===== config.mk =====
export PLATFORM = sky130hd
export DESIGN_NAME = l2_port_arbiter
export DESIGN_NICKNAME = d
export VERILOG_FILES = /design/src/rtl/l2_arb_pkg.sv /design/src/rtl/l2_arb_pick.sv /design/src/rtl/l2_port_arbiter.sv
export SDC_FILE = /design/constraint.sdc
export NUM_CORES = 1
export LEC_CHECK = 0
export BUFFER_PORTS_ARGS = -buffer_cell sky130_fd_sc_hd__buf_2
export CORE_AREA = 4 4 255 257
export CTS_BUF_LIST = sky130_fd_sc_hd__clkbuf_8 sky130_fd_sc_hd__clkbuf_16
export DETAILED_ROUTE_END_ITERATION = 12
export DIE_AREA = 0 0 259 261
export PLACE_DENSITY_LB_ADDON = 0.1
export SLEW_MARGIN = 25
export SYNTH_ARGS = -nofsm -noshare
export SYNTH_HDL_FRONTEND = slang
export SYNTH_SLANG_ARGS = --single-unit

===== constraint.sdc =====
create_clock -name clk -period 3.4 [get_ports clk]
set_clock_uncertainty 0.15 [all_clocks]
set_input_delay 0.34 -clock clk [delete_from_list [all_inputs] [get_ports clk]]
set_output_delay 0.34 -clock clk [all_outputs]
set_load 0.1 [all_outputs]

===== src/rtl/l2_arb_pkg.sv =====
// Shared types and constants for the L2 port arbiter slice.
package l2_arb_pkg;

  typedef enum logic [1:0] {
    IDLE = 2'd0,
    BUSY = 2'd1,
    RESP = 2'd2
  } arb_state_t;

  typedef enum logic [1:0] {
    G_NONE = 2'd0,
    G_IC   = 2'd1,
    G_DC   = 2'd2,
    G_PF   = 2'd3
  } grant_t;

  localparam int LINE_OFFSET_W = 5;

endpackage


===== src/rtl/l2_arb_pick.sv =====
// Combinational winner select: starved prefetch, then round-robin demand, then prefetch.
module l2_arb_pick
  import l2_arb_pkg::*;
(
  input  logic   ic_req,
  input  logic   dc_req,
  input  logic   pf_req,
  input  logic   pf_starved,
  input  grant_t rr_ptr,
  output grant_t winner
);

  // Priority chain for the IDLE-state grant decision
  always_comb begin
    winner = G_NONE;
    if (pf_req && pf_starved) begin
      winner = G_PF;
    end else if (ic_req && dc_req) begin
      winner = (rr_ptr == G_DC) ? G_DC : G_IC;
    end else if (ic_req) begin
      winner = G_IC;
    end else if (dc_req) begin
      winner = G_DC;
    end else if (pf_req) begin
      winner = G_PF;
    end else begin
      winner = G_NONE;
    end
  end

endmodule


===== src/rtl/l2_port_arbiter.sv =====
// Shares one L2 request port between I-cache, D-cache and prefetcher, one transaction at a time.
// Optional watchdog on the L2 response is enabled by defining L2_TIMEOUT_EN.
module l2_port_arbiter
  import l2_arb_pkg::*;
#(
  parameter int ADDR_W         = 32,
  parameter int DATA_W         = 256,
  parameter int PF_STARVE_MAX  = 4,
  parameter int TIMEOUT_CYCLES = 256
) (
  input  logic              clk,
  input  logic              reset,
  input  logic              ic_req,
  input  logic [ADDR_W-1:0] ic_addr,
  output logic              ic_done,
  input  logic              dc_req,
  input  logic [ADDR_W-1:0] dc_addr,
  output logic              dc_done,
  input  logic              pf_req,
  input  logic [ADDR_W-1:0] pf_addr,
  output logic              pf_done,
  output logic [DATA_W-1:0] resp_data,
  output logic              resp_err,
  output logic [1:0]        grant_id,
  output logic [ADDR_W-1:0] l2_addr,
  output logic              l2_request,
  input  logic [DATA_W-1:0] l2_data,
  input  logic              l2_done
);

  localparam int STARVE_W = $clog2(PF_STARVE_MAX + 1);
  localparam logic [STARVE_W-1:0] STARVE_LIM = STARVE_W'(PF_STARVE_MAX);
  localparam logic [ADDR_W-1:0] LINE_MASK =
    {{(ADDR_W-LINE_OFFSET_W){1'b1}}, {LINE_OFFSET_W{1'b0}}};

  arb_state_t           state_q, state_d;
  grant_t               grant_q, grant_d;
  grant_t               rr_ptr_q, rr_ptr_d;
  grant_t               winner_s;
  logic [STARVE_W-1:0]  starve_cnt_q, starve_cnt_d;
  logic [ADDR_W-1:0]    l2_addr_q, l2_addr_d;
  logic [ADDR_W-1:0]    sel_addr_s;
  logic                 l2_request_q, l2_request_d;
  logic [DATA_W-1:0]    resp_data_q, resp_data_d;
  logic                 resp_err_q, resp_err_d;
  logic                 ic_done_q, ic_done_d;
  logic                 dc_done_q, dc_done_d;
  logic                 pf_done_q, pf_done_d;

`ifdef L2_TIMEOUT_EN
  localparam int TMR_W = $clog2(TIMEOUT_CYCLES + 1);
  logic [TMR_W-1:0] timer_q, timer_d;
  logic             expire_s;
  // Expiry is flagged in the TIMEOUT_CYCLES-th BUSY cycle; the timer starts at zero
  assign expire_s = (timer_q == TMR_W'(TIMEOUT_CYCLES - 1));
`else
  logic unused_timeout_s;
  assign unused_timeout_s = (TIMEOUT_CYCLES != 32'sd0);
`endif

  l2_arb_pick u_pick (
    .ic_req     (ic_req),
    .dc_req     (dc_req),
    .pf_req     (pf_req),
    .pf_starved (starve_cnt_q == STARVE_LIM),
    .rr_ptr     (rr_ptr_q),
    .winner     (winner_s)
  );

  // Address of the current winner
  always_comb begin
    case (winner_s)
      G_IC:    sel_addr_s = ic_addr;
      G_DC:    sel_addr_s = dc_addr;
      G_PF:    sel_addr_s = pf_addr;
      default: sel_addr_s = {ADDR_W{1'b0}};
    endcase
  end

  // FSM next state plus grant bookkeeping and response capture
  always_comb begin
    state_d      = state_q;
    grant_d      = grant_q;
    rr_ptr_d     = rr_ptr_q;
    starve_cnt_d = starve_cnt_q;
    l2_addr_d    = l2_addr_q;
    l2_request_d = l2_request_q;
    resp_data_d  = resp_data_q;
    resp_err_d   = resp_err_q;
    ic_done_d    = 1'b0;
    dc_done_d    = 1'b0;
    pf_done_d    = 1'b0;
`ifdef L2_TIMEOUT_EN
    timer_d      = timer_q;
`endif
    case (state_q)
      IDLE: begin
        if (winner_s != G_NONE) begin
          l2_addr_d    = sel_addr_s & LINE_MASK;
          l2_request_d = 1'b1;
          grant_d      = winner_s;
          state_d      = BUSY;
`ifdef L2_TIMEOUT_EN
          timer_d      = {TMR_W{1'b0}};
`endif
          if (winner_s == G_IC) begin
            rr_ptr_d = G_DC;
          end else if (winner_s == G_DC) begin
            rr_ptr_d = G_IC;
          end else begin
            rr_ptr_d = rr_ptr_q;
          end
          // Any prefetch grant or an absent prefetch resets the starvation run
          if ((winner_s == G_PF) || !pf_req) begin
            starve_cnt_d = {STARVE_W{1'b0}};
          end else if (starve_cnt_q != STARVE_LIM) begin
            starve_cnt_d = starve_cnt_q + STARVE_W'(1'b1);
          end else begin
            starve_cnt_d = starve_cnt_q;
          end
        end else begin
          state_d = IDLE;
        end
      end
      BUSY: begin
        if (l2_done) begin
          l2_request_d = 1'b0;
          resp_data_d  = l2_data;
          resp_err_d   = 1'b0;
          ic_done_d    = (grant_q == G_IC);
          dc_done_d    = (grant_q == G_DC);
          pf_done_d    = (grant_q == G_PF);
          state_d      = RESP;
`ifdef L2_TIMEOUT_EN
        end else if (expire_s) begin
          l2_request_d = 1'b0;
          resp_err_d   = 1'b1;
          ic_done_d    = (grant_q == G_IC);
          dc_done_d    = (grant_q == G_DC);
          pf_done_d    = (grant_q == G_PF);
          state_d      = RESP;
        end else begin
          timer_d = timer_q + TMR_W'(1'b1);
        end
`else
        end else begin
          state_d = BUSY;
        end
`endif
      end
      RESP: begin
        grant_d = G_NONE;
        state_d = IDLE;
      end
      default: begin
        grant_d      = G_NONE;
        l2_request_d = 1'b0;
        state_d      = IDLE;
      end
    endcase
  end

  // State and output registers
  always_ff @(posedge clk) begin
    if (reset) begin
      state_q      <= IDLE;
      grant_q      <= G_NONE;
      rr_ptr_q     <= G_IC;
      starve_cnt_q <= {STARVE_W{1'b0}};
      l2_addr_q    <= {ADDR_W{1'b0}};
      l2_request_q <= 1'b0;
      resp_data_q  <= {DATA_W{1'b0}};
      resp_err_q   <= 1'b0;
      ic_done_q    <= 1'b0;
      dc_done_q    <= 1'b0;
      pf_done_q    <= 1'b0;
`ifdef L2_TIMEOUT_EN
      timer_q      <= {TMR_W{1'b0}};
`endif
    end else begin
      state_q      <= state_d;
      grant_q      <= grant_d;
      rr_ptr_q     <= rr_ptr_d;
      starve_cnt_q <= starve_cnt_d;
      l2_addr_q    <= l2_addr_d;
      l2_request_q <= l2_request_d;
      resp_data_q  <= resp_data_d;
      resp_err_q   <= resp_err_d;
      ic_done_q    <= ic_done_d;
      dc_done_q    <= dc_done_d;
      pf_done_q    <= pf_done_d;
`ifdef L2_TIMEOUT_EN
      timer_q      <= timer_d;
`endif
    end
  end

  assign ic_done    = ic_done_q;
  assign dc_done    = dc_done_q;
  assign pf_done    = pf_done_q;
  assign resp_data  = resp_data_q;
  assign resp_err   = resp_err_q;
  assign grant_id   = grant_q;
  assign l2_addr    = l2_addr_q;
  assign l2_request = l2_request_q;

endmodule


==> Word level (Yosys, flattened, before mapping) <==
Index checks and enable logic that the tools add are counted.
W data, S select, Z words.
{ "op_classes": {"muxes": 19, "bitwise": 3, "reduce_logical": 15, "add_sub_neg": 1, "eq_ne": 13} }
{ "ops": {"columns": ["op", "count"], "rows": [
  ["$pmux W32 S3", 1],
  ["$mux W2", 10],
  ["$eq A2 B2 Y1 const B", 6],
  ["$reduce_and A3 Y1", 3],
  ["$pmux W2 S2", 2],
  ["$eq A2 B1 Y1 const B", 3],
  ["$mux W3", 2],
  ["$reduce_and A2 Y1", 3],
  ["$reduce_bool A2 Y1", 3],
  ["$ne A2 B2 Y1 const B", 2],
  ["$add A3 B1 Y3 const B", 1],
  ["$eq A3 B3 Y1 const B", 1],
  ["$mux W1", 3],
  ["$ne A3 B3 Y1 const B", 1],
  ["$not A1 Y1", 3],
  ["$pmux W1 S3", 1],
  ["$reduce_or A3 Y1", 1],
  ["$logic_and A1 B1 Y1", 2],
  ["$logic_not A2 Y1", 1],
  ["$logic_not A1 Y1", 1],
  ["$logic_or A1 B1 Y1", 1]
]} }
{ "word_totals": {"out_inout_bits": 295, "regBits": 296, "in_bits": 358, "elab_cells": 61} }

==> Depth between registers and ports, before layout <==
{ "logic_depth": {"word_depth": 9, "depth_mapped": 11, "depth_no_buf": 9} }

==> Hierarchy <==
Synthesis repeated with hierarchy kept, for this count alone.
{ "unflattened": {"cells_unflattened": 1315, "area_unflattened_um2": 10921.7} }
{ "by_module_without_submodules": {"columns": ["module", "cells_each", "seq_area_each_um2", "area_each_um2", "n_inst"], "rows": [
  ["l2_port_arbiter", 1306, 5925.7, 10864.2, 1],
  ["l2_arb_pick", 9, 0.0, 57.6, 1]
]} }

==> Worst setup path after synthesis <==
OpenSTA, ideal clock, no wires.
{ "synth_path": {"kind": "register to register", "start": "register starve_cnt_q[0]", "end": "register l2_addr_q[21], in the netlist l2_addr[21]", "slack_ns": 0.912, "n_path_buf": 2, "setup_time_ns": 0.138, "period_less_slack_ns": 2.488, "stages_incl_launch_ff": 11, "required_ns": 3.112, "arrival_ns": 2.201, "cell_sequence": "dfxtp_1 > inv_1 > ha_1 > and3_1 > a211oi_1 > inv_1 > ha_1 > buf_2 > buf_1 > a222oi_1 > a211oi_1"} }
{ "synth_between": {"elab_chain_len": 5, "word_cells_on_any_way": 9, "cone_classes": "eq/ne (4); mux (2); reduce/logical (3)"} }
{ "synth_lines": {"columns": ["element", "line_no", "text"], "rows": [
  ["start: declaration", "l2_port_arbiter.sv:40", "logic [STARVE_W-1:0] starve_cnt_q, starve_cnt_d;"],
  ["start signal: assignment", "l2_port_arbiter.sv:169", "starve_cnt_q <= {STARVE_W{1'b0}};"],
  ["start signal: assignment", "l2_port_arbiter.sv:184", "starve_cnt_q <= starve_cnt_d;"],
  ["$eq A3 B3 Y1 (*)", "l2_port_arbiter.sv:65", ".pf_starved (starve_cnt_q == STARVE_LIM),"],
  ["$logic_and A1 B1 Y1 (*)", "l2_arb_pick.sv:16", "if (pf_req && pf_starved) begin"],
  ["$mux W2 (*)", "l2_arb_pick.sv:16", null],
  ["$eq A2 B2 Y1 (tied with other cells)", "l2_port_arbiter.sv:72", "case (winner_s)"],
  ["$pmux W32 S3 or $reduce_and A2 Y1 (tied branches)", null, null],
  ["end signal: assignment", "l2_port_arbiter.sv:170", "l2_addr_q <= {ADDR_W{1'b0}};"],
  ["end signal: assignment", "l2_port_arbiter.sv:185", "l2_addr_q <= l2_addr_d;"],
  ["end: declaration", "l2_port_arbiter.sv:41", "logic [ADDR_W-1:0] l2_addr_q, l2_addr_d;"]
]} }
Every way passes the cells marked *; elsewhere a longest branch is shown, timed or not.
A chain may end at the register's enable or synchronous reset.

==> Worst setup path after layout <==
{ "layout_path": {"start": "register starve_cnt_q[0]", "end": "register l2_addr_q[28], in the netlist l2_addr[28]"} }
The elaborated chain is that of the path after synthesis.

==> flow_summary.yaml <==
status:
  status: "finished, final reports clean"
global_route:
  grt_pass1_vias: 12440
  grt_pass1_wl_um: 73040
  grt_max_degree: 138
  grt_overflow: 0
  antenna_found_initial: 6
  track_usage_pct: 13.62
floorplanning:
  chipWidth_um: 259
  coreArea_um2: 62740
  die_h_um: 261
  num_rows: 92
  start_util_pct: 17.50
  die_area_um2: 67600
  io_pins: 653
synth:
  syn_avg_cell_area_um2: 8.361
  synth-seq-cells: 296
  synth_area_um2: 10980
  async_reset_ff_share_pct: 0
  ys_seq_area_share_pct: 53.98
  synth_ff_type: "dfxtp_1"
  synth_edf_count: 0
  synth_cell_types: 37
  syn_inst: 1313
  yosysWarningCount: 0
power:
  intPower_w: 0.006736
  irDropWorstVdd_mv: 0.3199
  switchingPower_w: 0.003765
  sw_frac_of_total_pct: 35.85
  p_comb_share_pct: 26.2
  sequentialPowerShare_pct: 35.9
  power_w: 0.01050
  power_density_nw_per_um2: 562.5
  p_leak_nw: 8.351
  power_frac_clock_pct: 37.9
sta:
  fin_crit_ps: 2512
  slew_viol_final: 0
  tightest_slew_ps: 816.2
  period_share_pct: 73.89
  grt_setup_unrepaired: "false"
  finalSetupTns_ps: 0
  setup_slack_ps: 887.6
  hold_viol: 0
  fmax_mhz: 398.0
  setup_viol: 0
  max_slew_margin_pct: 45.58
clocking:
  cts_buffers: 39
  clockBufferDepth: 3
  cts_tree: "built"
  htree_levels: 2
  clkSinkCount: 296
  path_clk_slew_ps: 60
  cts-root-buf: "clkbuf_16"
  ctsResizeCount: 0
  clkLatencyLatePin_ps: 530
critical_path:
  crit_type: "reg -> reg"
  cp_max_fo: 29
  cp.arrival_ps: 2760
  rrSetupSlack_ps: 890
  cp-end-kind: "flip-flop"
  cp.required_ps: 3650
  worstSetupStartpointType: "flip-flop"
detailed_routing:
  viasPerCell: 3.965
  vias: 12100
  drt_iter0_markers: 673
  wl_per_cell_um: 16.04
  wl_um: 48940
  firstDrtPassIters: 7
  drc: 0
  ant_nets: 0
place:
  hpwl_um: 34880
  place_congestion: 0.7770
  io_buffers: 631
  place_inst: 2711
  place_ws_ps: 816.4
min_path:
  hold_path.class: "in -> reg"
cells_and_area:
  stdcell_count: 3051
  layout-drive-gt1-share_pct: 33.97
  syn_to_final_growth_pct: 70.06
  finalNetCount: 2538
flow_run:
  maxCapViolCount: 0
==> registers in the layout (all words and copies together), names as in the netlist <==
name	flops
rr_ptr_q	2
l2_request	1
l2_addr	27
starve_cnt_q	3
grant_id	2
ic_done	1
dc_done	1
pf_done	1
state_q	2
resp_data	256
==> cell usage after synthesis, drive strengths merged, types with 4 or more instances <==
| cell | instances | area [µm²] |
|---|---|---|
| a21oi | 263 | 1354 |
| nand2 | 514 | 1954 |
| buf | 76 | 681.9 |
| clkbuf | 36 | 135.1 |
| a222oi | 27 | 270.3 |
| a211oi | 28 | 210.2 |
| inv | 4 | 15.01 |
| ha | 6 | 75.07 |
| o21ai | 6 | 30.03 |
| dfxtp | 296 | 5926 |
| nor2 | 31 | 116.4 |
==> cell type report <==
type	instances	area, µm²
Tap cell	846	1059
Antenna cell	3	7.507
Multi-Input combinational cell	906	4248
Clock inverter	18	85.08
Timing Repair Buffer	927	6166
Sequential cell	296	5926
Clock buffer	51	1164
Inverter	4	15.01
Fill cell	6928	44070
==> metal layers <==
layer / routed length [µm] / track usage [%] / part of all wire [%]
met5: 30 / 0 / 0.061
met4: 1497 / 4.663 / 3.1
met3: 3663 / 4.071 / 7.5
met2: 24630 / 24.72 / 50
met1: 19120 / 15.23 / 39
==> power groups by stage <==
stage | logic [W] | clock network [W] | registers, W
after floorplan | 0.000585 | 0 | 0.00522
after global placement | 0.00251 | 0 | 0.00384
after detailed placement | 0.00252 | 0 | 0.00384
after CTS | 0.00278 | 0.00420 | 0.00377
after global routing | 0.00290 | 0.00431 | 0.00379
final | 0.00275 | 0.00399 | 0.00377
==> critical path, stage by stage (launching register included) <==
cell      delay [ps]
dfxtp_1          350
inv_1             70
ha_1             230
and3_1           170
a211oi_1         280
inv_1            110
ha_2             410
a222oi_1         460
a211oi_1         130
==> path summary, 6_finish.rpt <==
check        depth (start not counted)            start             end
min                                  3      ic_addr[12]     l2_addr[12]
min reg2reg                          2   resp_data[119]  resp_data[119]
max                                  8  starve_cnt_q[0]     l2_addr[28]
max reg2reg                          8  starve_cnt_q[0]     l2_addr[28]
==> layout by cell type, fill, tap and decap left out, types with 3 or more instances in the layout <==
cell type / n
a211oi_1: 28
a21oi_1: 253
a21oi_2: 10
a222oi_1: 27
buf_12: 7
buf_2: 630
buf_4: 21
clkbuf_16: 41
clkbuf_8: 10
clkinv_2: 7
conb_1: 6
dfxtp_1: 296
diode_2: 3
dlygate4sd3_1: 267
ha_1: 4
inv_1: 13
nand2_1: 504
nand2_2: 10
nor2_1: 31
o21ai_0: 6
==> per-stage QoR <==
stage | cell area [µm²] | hold slack, ps | util (%)
2_1_floorplan | 11000 | 304.6 | -
3_3_place_gp | 14710 | 288.7 | 23.44
3_5_place_dp | 14710 | 293.3 | 23.45
4_1_cts | 18630 | 0.2568 | 29.70
5_1_grt | 18660 | 33.72 | 29.75
6_report | 18670 | 51.76 | 29.76
==> repair_timing <==
| action | in CTS | in global routing |
|---|---|---|
| hold endpoints to repair | 267 | 0 |
| buffers inserted | 0 | 0 |
| hold buffers | 267 | 0 |
| setup endpoints to repair | 0 | 0 |
==> cells by family (layout without fill, tap and decap cells) <==
family,after synthesis,after routing,share of synthesized area [%]
AOI/OAI and AO/OA,331,331,17.53
adders and majority gates,6,6,0.6838
buffers and inverters,116,1000,7.579
DFF,296,296,53.98
other,1,9,0.03416
and+or+nand+nor,563,563,20.20
(Power assumes the default switching activity.)
